**src/rtl/ripple_accumulator_ctrl_pkg.sv**
```systemverilog
// Shared opcodes, FSM state encoding and timer width for the ripple accumulator controller.
package ripple_accumulator_ctrl_pkg;

    localparam logic [1:0] OP_NOP   = 2'd0;
    localparam logic [1:0] OP_CLEAR = 2'd1;
    localparam logic [1:0] OP_LOAD  = 2'd2;
    localparam logic [1:0] OP_ADD   = 2'd3;

    typedef enum logic [1:0] {
        ST_IDLE    = 2'd0,
        ST_SETTLE  = 2'd1,
        ST_CAPTURE = 2'd2
    } state_e;

    // Wide enough for the largest legal settle count (15).
    localparam int unsigned TIMER_W = 4;

endpackage

```
**src/rtl/ripple_accumulator_ctrl_settle_timer.sv**
```systemverilog
// Loadable down-counter that times how long the adder operands are held before sampling.
module settle_timer
    import ripple_accumulator_ctrl_pkg::*;
#(
    parameter int unsigned SETTLE_CYCLES = 2
) (
    input  logic clk,
    input  logic rst,
    input  logic load,
    input  logic dec,
    output logic zero
);

    localparam logic [TIMER_W-1:0] LoadVal = TIMER_W'(SETTLE_CYCLES - 1);

    logic [TIMER_W-1:0] cnt_q, cnt_d;

    // Next count: load wins over decrement; never underflows below zero.
    always_comb begin
        cnt_d = cnt_q;
        if (load) begin
            cnt_d = LoadVal;
        end else if (dec && (cnt_q != '0)) begin
            cnt_d = cnt_q - TIMER_W'(1);
        end
    end

    // Count register.
    always_ff @(posedge clk or posedge rst) begin
        if (rst) begin
            cnt_q <= '0;
        end else begin
            cnt_q <= cnt_d;
        end
    end

    assign zero = (cnt_q == '0);

endmodule

```
**src/rtl/ripple_accumulator_ctrl.sv**
```systemverilog
// Command-driven running-sum unit wrapped around an external 4-bit ripple-carry adder.
module ripple_accumulator_ctrl
    import ripple_accumulator_ctrl_pkg::*;
#(
    parameter int unsigned SETTLE_CYCLES = 2,
    parameter int unsigned CNT_W         = 8
) (
    input  logic             clk,
    input  logic             rst,
    input  logic             cmd_valid,
    output logic             cmd_ready,
    input  logic [1:0]       cmd_op,
    input  logic [3:0]       cmd_data,
    output logic             a1,
    output logic             a2,
    output logic             a3,
    output logic             a4,
    output logic             b1,
    output logic             b2,
    output logic             b3,
    output logic             b4,
    input  logic             s1,
    input  logic             s2,
    input  logic             s3,
    input  logic             s4,
    output logic [3:0]       acc,
    output logic             wrap,
    output logic [CNT_W-1:0] add_cnt,
    output logic             done
);

    state_e             state_q, state_d;
    logic [3:0]         acc_q, acc_d;
    logic [3:0]         b_q, b_d;
    logic               wrap_q, wrap_d;
    logic [CNT_W-1:0]   cnt_q, cnt_d;
    logic               done_q, done_d;
    logic               tmr_load, tmr_dec, tmr_zero;
    logic [3:0]         sum;

    assign sum = {s4, s3, s2, s1};

    settle_timer #(
        .SETTLE_CYCLES(SETTLE_CYCLES)
    ) u_settle_timer (
        .clk  (clk),
        .rst  (rst),
        .load (tmr_load),
        .dec  (tmr_dec),
        .zero (tmr_zero)
    );

    // Command decode in IDLE, operand hold in SETTLE, sum sampling in CAPTURE.
    always_comb begin
        state_d  = state_q;
        acc_d    = acc_q;
        b_d      = b_q;
        wrap_d   = wrap_q;
        cnt_d    = cnt_q;
        done_d   = 1'b0;
        tmr_load = 1'b0;
        tmr_dec  = 1'b0;
        case (state_q)
            ST_IDLE: begin
                if (cmd_valid) begin
                    case (cmd_op)
                        OP_NOP: ;
                        OP_CLEAR: begin
                            acc_d  = '0;
                            b_d    = '0;
                            wrap_d = 1'b0;
                            cnt_d  = '0;
                            done_d = 1'b1;
                        end
                        OP_LOAD: begin
                            acc_d  = cmd_data;
                            done_d = 1'b1;
                        end
                        OP_ADD: begin
                            b_d      = cmd_data;
                            tmr_load = 1'b1;
                            state_d  = ST_SETTLE;
                        end
                        default: ;
                    endcase
                end
            end
            ST_SETTLE: begin
                if (tmr_zero) begin
                    state_d = ST_CAPTURE;
                end else begin
                    tmr_dec = 1'b1;
                end
            end
            ST_CAPTURE: begin
                acc_d = sum;
                // No carry-out from the adder, so a smaller result is the only wrap evidence.
                if (sum < acc_q) begin
                    wrap_d = 1'b1;
                end
                if (cnt_q != '1) begin
                    cnt_d = cnt_q + CNT_W'(1);
                end
                done_d  = 1'b1;
                state_d = ST_IDLE;
            end
            default: state_d = ST_IDLE;
        endcase
    end

    // State and datapath registers.
    always_ff @(posedge clk or posedge rst) begin
        if (rst) begin
            state_q <= ST_IDLE;
            acc_q   <= '0;
            b_q     <= '0;
            wrap_q  <= 1'b0;
            cnt_q   <= '0;
            done_q  <= 1'b0;
        end else begin
            state_q <= state_d;
            acc_q   <= acc_d;
            b_q     <= b_d;
            wrap_q  <= wrap_d;
            cnt_q   <= cnt_d;
            done_q  <= done_d;
        end
    end

    assign cmd_ready = (state_q == ST_IDLE);
    assign {a4, a3, a2, a1} = acc_q;
    assign {b4, b3, b2, b1} = b_q;
    assign acc     = acc_q;
    assign wrap    = wrap_q;
    assign add_cnt = cnt_q;
    assign done    = done_q;

endmodule

```
**config.mk**
```make
export PLATFORM = sky130hd
export DESIGN_NAME = ripple_accumulator_ctrl
export DESIGN_NICKNAME = d
export VERILOG_FILES = /design/src/rtl/ripple_accumulator_ctrl_pkg.sv /design/src/rtl/ripple_accumulator_ctrl_settle_timer.sv /design/src/rtl/ripple_accumulator_ctrl.sv
export SDC_FILE = /design/constraint.sdc
export NUM_CORES = 1
export LEC_CHECK = 0
export BUFFER_PORTS_ARGS = -buffer_cell sky130_fd_sc_hd__buf_2
export CAP_MARGIN = 20
export CORE_ASPECT_RATIO = 0.8
export CORE_UTILIZATION = 40
export CTS_BUF_LIST = sky130_fd_sc_hd__clkbuf_4 sky130_fd_sc_hd__clkbuf_8
export CTS_CLUSTER_DIAMETER = 200
export DETAILED_ROUTE_END_ITERATION = 8
export GPL_TIMING_DRIVEN = 0
export PLACE_DENSITY = 0.63
export SLEW_MARGIN = 20
export SYNTH_ARGS = -nofsm -noshare
export SYNTH_HDL_FRONTEND = slang
export SYNTH_SLANG_ARGS = --single-unit
```
**constraint.sdc**
```tcl
create_clock -name clk -period 2 [get_ports clk]
set_clock_uncertainty 0.2 [all_clocks]
set_input_delay 0.1 -clock clk [delete_from_list [all_inputs] [get_ports clk]]
set_output_delay 0.1 -clock clk [all_outputs]
set_load 0.05 [all_outputs]
```
# ---- Yosys cells after proc, flatten, opt, wreduce, memory -nomap -nowiden
# Index checks and enable logic that the tools add are counted.
dict set report classes {
  n_reduce_logical 13
  n_eq_ne 13
  n_lt_le_gt_ge 1
  addsub 2
  mux 26
}
# operator n
set ops {}
lappend ops {{2-to-1 mux 8 bit} 3}
lappend ops {{one-hot mux 4 bit (2 select lines)} 3}
lappend ops {{one-hot mux 8 bit (2 select lines)} 1}
lappend ops {{2-to-1 mux 4 bit} 3}
lappend ops {{2-to-1 mux 1 bit} 10}
lappend ops {{AND reduction 3 bit} 3}
lappend ops {{adder 8 x 1 -> 8 bit (second input constant)} 1}
lappend ops {{inequality test 2 bit (second input constant)} 4}
lappend ops {{inequality test 8 bit (second input constant)} 1}
lappend ops {{AND reduction 4 bit} 2}
lappend ops {{equality test 2 bit (second input constant)} 3}
lappend ops {{2-to-1 mux 2 bit} 3}
lappend ops {{nonzero test 2 bit} 3}
lappend ops {{equality test 2 x 1 -> 1 bit (second input constant)} 2}
lappend ops {{zero test 4 bit} 1}
lappend ops {{< comparator 4 bit} 1}
lappend ops {{inequality test 2 x 1 -> 1 bit (second input constant)} 2}
lappend ops {{one-hot mux 1 bit (2 select lines)} 2}
lappend ops {{one-hot mux 2 bit (2 select lines)} 1}
lappend ops {{nonzero test 4 bit} 1}
lappend ops {{subtractor 4 x 1 -> 4 bit (second input constant)} 1}
lappend ops {{inequality test 3 x 1 -> 1 bit (second input constant)} 1}
lappend ops {{zero test 2 bit} 1}
lappend ops {{OR reduction 2 bit} 1}
lappend ops {{logical AND 1 bit} 1}
dict set report word_totals {
  input_bits 13
  elab_cells 62
  ff_bits 24
  out_inout_bits 23
}

# ---- Depth between registers and ports, before layout
# Gate-level depths: netlist of the first run.
dict set report logic_depth {
  ltp_word 6
  mapped_depth 7
  ltp_nobuf 6
}

# ---- Modules after synthesis
# Synthesis of the first run repeated with hierarchy kept, for this count alone.
dict set report hier_totals {
  cells_unflattened 146
  area_unflattened_um2 1391.3
}
# mod seq_area_each_um2 area_each_um2 cells_each instances
set by_module_without_submodules {}
lappend by_module_without_submodules {ripple_accumulator_ctrl 500.5 1149.9 122 1}
lappend by_module_without_submodules {settle_timer 100.1 241.5 24 1}

# ---- Worst setup path after synthesis of the first run
# Ideal clock, no wire load.
dict set report synth_path {
  kind {register -> register}
  start {register cnt_q[0] (netlist: add_cnt[0])}
  end {register cnt_q[7] (netlist: add_cnt[7])}
  setup_ns 0.077
  path_slack_ns -0.124
  required_ns 1.723
  path_stages_with_launch 5
  synth_period_minus_slack_ns 2.124
  t_arrival_ns 1.846
  path_buffers 0
  cell_sequence {dfrtp_1 > nand2_1 > or4b_4 > or4_1 > a21oi_1}
}
dict set report synth_between {
  elab_chain_len 3
  elab_cells_between_ends 6
  cone_classes {1 x add/sub; 2 x eq/ne; 2 x mux; 1 x reduce/logical}
}
# element line
set synth_lines {}
lappend synth_lines {{from (decl)} ripple_accumulator_ctrl.sv:36} ;# logic [CNT_W-1:0] cnt_q, cnt_d;
lappend synth_lines {{from (signal assigned)} ripple_accumulator_ctrl.sv:125} ;# cnt_q <= cnt_d;
lappend synth_lines {{adder 8 x 1 -> 8 bit / inequality test 8 bit (equally long branches)} {ripple_accumulator_ctrl.sv:102, ripple_accumulator_ctrl.sv:101}}
lappend synth_lines {{2-to-1 mux 8 bit / inequality test 2 bit (equally long branches)} -}
lappend synth_lines {{one-hot mux 8 bit (2 select lines) / AND reduction 4 bit (equally long branches)} -}
# Parallel ways exist; a longest one is shown, timed or not. The select of a mux whose other input is x is not followed.
# A chain may end at the register's enable or synchronous reset.

# ---- Final worst setup path of the first run
dict set report layout_path {
  start {register state_q[1]}
  end {register cnt_q[5] (netlist: add_cnt[5])}
}
dict set report layout_between {
  elab_chain_len 3
  elab_cells_between_ends 8
  cone_classes {4 x eq/ne; 1 x mux; 3 x reduce/logical}
}
# element line
set layout_lines {}
lappend layout_lines {{from (decl)} ripple_accumulator_ctrl.sv:32} ;# state_e state_q, state_d;
lappend layout_lines {{from (signal assigned)} ripple_accumulator_ctrl.sv:121} ;# state_q <= state_d;
lappend layout_lines {{equality test 2 bit / zero test 2 bit (equally long branches)} ripple_accumulator_ctrl.sv:63} ;# case (state_q)
lappend layout_lines {{inequality test 2 bit (no source line), or another cell as far along} -}
lappend layout_lines {{AND reduction 4 bit (no source line)} -}
# Parallel ways exist; a longest one is shown, timed or not.

==> results of run 1 <==
==> placed cells by master (no fill, tap or decap), drive strengths merged, types with 3 or more instances in the layout <==
cell / synthesis / layout
o21ai: 7 / 7
ha: 8 / 8
or3: 3 / 3
inv: 11 / 11
xnor2: 3 / 3
nand3: 12 / 12
dfrtp: 24 / 24
a31oi: 6 / 6
nor2: 11 / 11
o31ai: 7 / 7
a21oi: 7 / 7
nand2: 17 / 17
and3: 3 / 3
nand2b: 3 / 3
clkbuf: 1 / 5
buf: 8 / 43
nand4: 3 / 3
dlygate4sd3: 0 / 9
==> final cells by class <==
class | instances | area (µm²)
fill | 296 | 1400
buffer | 9 | 71.3
tap | 40 | 50.0
multi-input combinational | 106 | 662
clock buffer | 4 | 55.1
inverter | 11 | 41.3
sequential | 24 | 611
timing repair buffer | 44 | 265
==> kinds of logic after synthesis <==
group,Yosys count,share of synthesized area
and+or+nand+nor,64,0.245
AOI/OAI and AO/OA,30,0.138
DFF,24,0.445
buffers and inverters,20,0.0714
adders and majority gates,8,0.0741
xor gates and xnor gates,3,0.0195
muxes,1,0.00741
==> power breakdown <==
part / switching, mW / internal [mW]
Clock: 0.160 / 0.176
Combinational: 1.13 / 0.493
Sequential: 0.141 / 0.665
Total: 1.43 / 1.33
==> through the flow <==
step / area (µm²) / cells
global placement: 1590 / 225
detailed placement: 1590 / 225
global route: 1760 / 238
finish: 1760 / 238
CTS: 1740 / 238
floorplan: 1360 / 150
==> metal layers <==
metal,up-vias,share of wire,global-route usage
li1,618,-,-
met1,576,0.47,0.237
met2,44,0.47,0.303
met3,6,0.041,0.0191
met4,0,0.020,0.0957
met5,-,0,0
==> timing repair <==
action	in CTS	in global routing
hold buffers	9	0
pin swaps	2	3
gates resized for setup	3	4
setup endpoints to repair	2	2
endpoints found under the hold margin	33	0
==> critical path, delay by kind of cell (launching register included) <==
family,cells,cell delay [ns]
flip-flops,1,0.40
AO/OA/AOI/OAI,1,0.13
AND/OR/NAND/NOR,3,0.86
buffers and inverters,2,0.28
==> worst paths after layout <==
check                           startpoint         end  slack, ns  cells past startpoint
worst max-delay path            state_q[1]  add_cnt[5]       0.06                      6
worst min-delay path             cmd_valid        done       0.02                      3
worst max register to register  state_q[1]  add_cnt[5]       0.06                      6
worst min register to register      b_q[1]      b_q[1]       0.30                      2
max in group asynchronous              rst  add_cnt[0]       0.60                      3
min in group asynchronous              rst      acc[0]       0.37                      3
==> sequential cells by signal, indices dropped and copies added (netlist names) <==
register,cells
wrap,1
b_q,4
u_settle_timer.cnt_q,4
state_q,2
acc,4
add_cnt,8
done,1
==> cell usage after synthesis <==
cell,n
dfrtp_1,24
nand2_1,17
nand3_1,12
inv_1,11
nor2_1,11
ha_1,8
o21ai_0,7
o31ai_1,7
a21oi_1,6
a31oi_1,6
buf_4,5
nand2b_1,3
nand4_1,3
or3_1,3
xnor2_1,3
a21o_1,2
and2_1,2
and3_1,2
buf_2,2
or2_2,2
or4_1,2
a211oi_1,1
a21oi_2,1
and3_2,1
and4_1,1
buf_1,1
clkbuf_1,1
mux2i_1,1
nor2b_1,1
nor3_1,1
nor3b_1,1
or2b_1,1
or4b_4,1
==> flow_metrics.env, run 1 <==
export IMPL_p_leak_nw=0.869
export IMPL_detail_route_wl_per_cell_um=13.3
export IMPL_fin_crit_sh=0.970
export IMPL_finalPower_mw=2.76
export IMPL_grt_setup_unrepaired="yes"
export IMPL_worst_setup_path_start_kind="flop"
export IMPL_yosys_warnings=0
export IMPL_slowest_stage="or4_1"
export IMPL_cts_tree="built"
export IMPL_core_um2=3150
export IMPL_grt_ovfl_total=0
export IMPL_num_vias=1244
export IMPL_num_antenna_cells=0
export IMPL_yosysTopAreaCell="dfrtp_1"
export IMPL_arrival_ns=1.94
export IMPL_fin_ws_ns=0.0608
export IMPL_synth_seq_cells=24
export IMPL_path_common_cell="buf_6"
export IMPL_slew_violations=0
export IMPL_first_pass_iters=4
export IMPL_cts_buffers=3
export IMPL_clk_latency_ns=0.27
export IMPL_fin_tns_setup_ns=0
export IMPL_initial_core_util=0.428
export IMPL_gp_congestion=0.789
export IMPL_synth_top_cells_by_area="dfrtp_1 (44%), ha_1 (7.4%), nand2_1 (4.7%), nand3_1 (4.4%), o31ai_1 (3.9%)"
export IMPL_vias_per_cell=5.23
export IMPL_clock_root_buffer="clkbuf_8"
export IMPL_path_class="reg -> reg"
export IMPL_outcome="finished clean"
export IMPL_drtAntennaViolNets=0
export IMPL_fin_util=0.557
export IMPL_relSlewSlack=0.382
export IMPL_tightest_slew_ns=0.927
export IMPL_fmaxAchievable_mhz=516
export IMPL_place_ws_ns=-0.0284
export IMPL_track_usage=0.182
export IMPL_io_pins=36
export IMPL_synth_cell_area_um2=1350
export IMPL_placementRows=18
export IMPL_synth_seq_area_share=0.445
export IMPL_antenna_found_initial=0
export IMPL_clk_pin_slew_ns=0.09
export IMPL_p_per_area_nw_per_um2=1570
export IMPL_die_h_um=54.0
export IMPL_grt_pass1_wl_mm=4.74
export IMPL_routed_wirelength_mm=3.16
export IMPL_synthToLayoutAreaGrowth_pct=30.0
export IMPL_ys_types=33
export IMPL_synth_top_area_share=0.445
export IMPL_hold_class="in -> reg"
export IMPL_drtIter0Drc=57
export IMPL_critical_path_required_ns=2.00
export IMPL_clock_sinks=24
export IMPL_path_cells="buf_6 > and3_1 > and4_4 > buf_6 > or4_1 > a21oi_2"
export IMPL_peakVddDrop_v=0.000628
export IMPL_maxCapViolations=0
export IMPL_end_kind="flop"
export IMPL_avgSynthCellArea_um2=9.00
export IMPL_post_cts_buffers=0
export IMPL_portBuffers=35
export IMPL_hold_viol=0
export IMPL_finalSetupViolCount=0
export IMPL_finalCriticalPeriod_ns=1.94
export IMPL_synth_nets=171
export IMPL_fin_nets=220
export IMPL_hpwl_mm=2.28
export IMPL_cp_max_fo=10
export IMPL_syn_inst=150
export IMPL_grt_max_degree=25
export IMPL_fin_hold_ws_ns=0.0245
export IMPL_first_global_vias=1037
export IMPL_critical_path_max_stage_delay_ns=0.48
export IMPL_post_route_cells_drive_above_1_share=0.313
export IMPL_ctsLongestPathBuffers=2
export IMPL_die_w_um=67.0
export IMPL_drc_errors=0
export IMPL_htree_levels=1
export IMPL_dieArea_um2=3610
Power figures use the tool's default switching activity.
==> inputs of run 2 (changes only) <==
SYNTH_HIERARCHICAL = 1   (was not set)
==> flow_metrics.env, run 2 <==
export IMPL_drtAntennaViolNets=0
export IMPL_post_route_cells_drive_above_1_share=0.379
export IMPL_io_pins=36
export IMPL_multi_input_area_um2=723
export IMPL_fillers=295
export IMPL_largest_reg_flops=8
export IMPL_portBuffers=35
export IMPL_clock_sinks=24
export IMPL_hpwl_mm=2.43
export IMPL_synth_top_area_share=0.432
export IMPL_num_vias=1303
export IMPL_first_global_vias=1288
export IMPL_hold_viol=0
export IMPL_routed_wirelength_mm=3.53
export IMPL_cts_buffers=3
export IMPL_fin_nets=226
export IMPL_first_pass_iters=4
export IMPL_ctsLongestPathBuffers=2
export IMPL_final_cell_mix="buf_2 (36), dfrtp_1 (22), buf_4 (13)"
export IMPL_synthFlopType="dfrtp_1"
export IMPL_core_um2=3200
export IMPL_timing_rr_end="u_settle_timer/cnt_q[3]"
export IMPL_peakVddDrop_v=0.000747
export IMPL_maxCapViolations=0
export IMPL_finalPower_mw=2.84
export IMPL_slew_violations=0
export IMPL_synth_seq_area_share=0.432
export IMPL_die_h_um=54.8
export IMPL_crit_path_start="u_settle_timer/cnt_q[1]"
export IMPL_vias_per_cell=5.36
export IMPL_synth_enable_flop_cells=0
export IMPL_yosys_warnings=6
export IMPL_synth_top_cells_by_area="dfrtp_1 (43%), ha_1 (8.1%), nand3_1 (4.3%), inv_1 (4.0%), nand2_1 (3.2%)"
export IMPL_synthArstFlopShare=1.00
export IMPL_drtIter0Drc=85
export IMPL_worst_r2r_path_depth=7
export IMPL_p_leak_nw=0.971
export IMPL_placementRows=18
export IMPL_clk_pin_slew_ns=0.09
export IMPL_end_kind="flop"
export IMPL_avgSynthCellArea_um2=9.53
export IMPL_fin_ws_ns=-0.0180
export IMPL_die_w_um=67.9
export IMPL_grt_setup_unrepaired="yes"
export IMPL_ff2ff_setup_slack_ns=-0.02
export IMPL_fmaxAchievable_mhz=496
export IMPL_track_usage=0.220
export IMPL_finalCriticalPeriod_ns=2.02
export IMPL_synth_most_common_cell="dfrtp_1"
export IMPL_timing_rr_start="u_settle_timer/cnt_q[1]"
export IMPL_layout_commonest_cell="buf_2"
export IMPL_synth_seq_cells=24
export IMPL_clk_latency_ns=0.27
export IMPL_arrival_ns=1.97
export IMPL_path_class="reg -> reg"
export IMPL_synthTopCellsByCount="dfrtp_1 (24), inv_1 (15), nand2_1 (12), nand3_1 (12), ha_1 (9)"
export IMPL_ys_types=40
export IMPL_yosysTopAreaCell="dfrtp_1"
export IMPL_cts_tree="built"
export IMPL_stdcell_area_um2=1900
export IMPL_outcome="finished with violations"
export IMPL_synth_nets=168
export IMPL_grt_max_degree=21
export IMPL_dieArea_um2=3720
export IMPL_cp_max_fo=2
export IMPL_initial_core_util=0.435
export IMPL_finalSetupViolCount=1
export IMPL_regArea_um2=603
export IMPL_gp_congestion=0.788
export IMPL_detail_route_wl_per_cell_um=14.5
export IMPL_p_per_area_nw_per_um2=1500
export IMPL_num_antenna_cells=0
export IMPL_antenna_found_initial=0
export IMPL_critical_path_required_ns=1.96
export IMPL_grt_ovfl_total=0
export IMPL_worst_setup_path_start_kind="flop"
export IMPL_synthToLayoutAreaGrowth_pct=36.6
export IMPL_syn_inst=146
export IMPL_synth_cell_area_um2=1390
export IMPL_drc_errors=0
export IMPL_hold_class="in -> async"
export IMPL_fin_crit_sh=1.01
export IMPL_placed_cell_area_um2=1630
export IMPL_tightest_slew_ns=0.792
export IMPL_violations="setup timing"
export IMPL_fin_util=0.594
export IMPL_htree_levels=1
export IMPL_relSlewSlack=0.472
export IMPL_grt_pass1_wl_mm=5.84
export IMPL_clock_root_buffer="clkbuf_8"
export IMPL_timing_critical_path_to="u_settle_timer/cnt_q[3]"
[run 2: cell count changes after synthesis, moves of 3 or more]
cell / previous run / this run
nor2_1: 11 / 8
a22o_1: 0 / 4
inv_1: 11 / 15
o31ai_1: 7 / 2
nand2_1: 17 / 12
o21ai_0: 7 / 3
[run 2: per-layer routing]
layer  share of wire  track usage  vias to the layer above
met4           0.011       0.0694                        0
met1            0.45        0.270                      634
met3           0.033       0.0500                        5
met5               0            0                        -
met2            0.51        0.384                       28
li1                -            -                      636
[run 2: worst min-delay path by stage]
| stage | start | endpoint | slack (ns) |
|---|---|---|---|
| 6_report | rst | u_settle_timer/cnt_q[2] | 0.06 |
| 5_1_grt | rst | u_settle_timer/cnt_q[2] | 0.08 |
| 4_1_cts | rst | u_settle_timer/cnt_q[2] | 0.05 |
| 3_5_place_dp | rst | u_settle_timer/cnt_q[2] | -0.20 |
| 3_3_place_gp | rst | u_settle_timer/cnt_q[2] | -0.20 |
| 2_1_floorplan | rst | u_settle_timer/cnt_q[0] | -0.33 |
[run 2: what timing repair did]
action	4_1_cts	5_1_grt
setup buffers	6	3
gates resized for setup	6	3
hold buffers	10	0
setup endpoints to repair	2	5
hold endpoints to repair	34	0
pin swaps	3	4
[run 2: kinds of logic after synthesis]
kind of cell | share of synthesized area
flip-flops | 0.432
XOR/XNOR | 0.00630
multiplexers | 0.00719
buffers and inverters | 0.0800
AO/OA/AOI/OAI | 0.156
AND/OR/NAND/NOR | 0.238
adder cells (fa/ha/maj) | 0.0809
[run 2: per-stage QoR]
stage / setup TNS [ns] / setup WS [ns] / hold WS, ns / std cells
finish: -0.0180 / -0.0180 / 0.0600 / 243
global route: -0.114 / -0.100 / 0.0796 / 243
CTS: -0.117 / -0.117 / 0.0459 / 241
global placement: -0.325 / -0.286 / -0.202 / 221
floorplan: -0.159 / -0.159 / -0.334 / 146
detailed placement: -0.430 / -0.330 / -0.201 / 221
[run 2: power breakdown]
group          total (mW)  switching, mW  internal [mW]
Sequential          0.809          0.156          0.653
Combinational        1.61           1.04          0.567
Clock               0.425          0.158          0.268
Total                2.84           1.36           1.49
[run 2: cell type report]
cell class,count,area share
Clock buffer,3,0.0217
Timing Repair Buffer,54,0.180
Sequential cell,24,0.317
Clock inverter,1,0.0158
Inverter,15,0.0309
Buffer,7,0.0270
Multi-Input combinational cell,99,0.381
Tap cell,40,0.0263
[run 2: worst max-delay path, stage by stage, from the launching register on]
cell	delay [ns]
dfrtp_1	0.37
inv_2	0.05
ha_2	0.17
or3b_4	0.24
inv_4	0.04
nor3_4	0.11
or4b_4	0.51
a31o_1	0.22
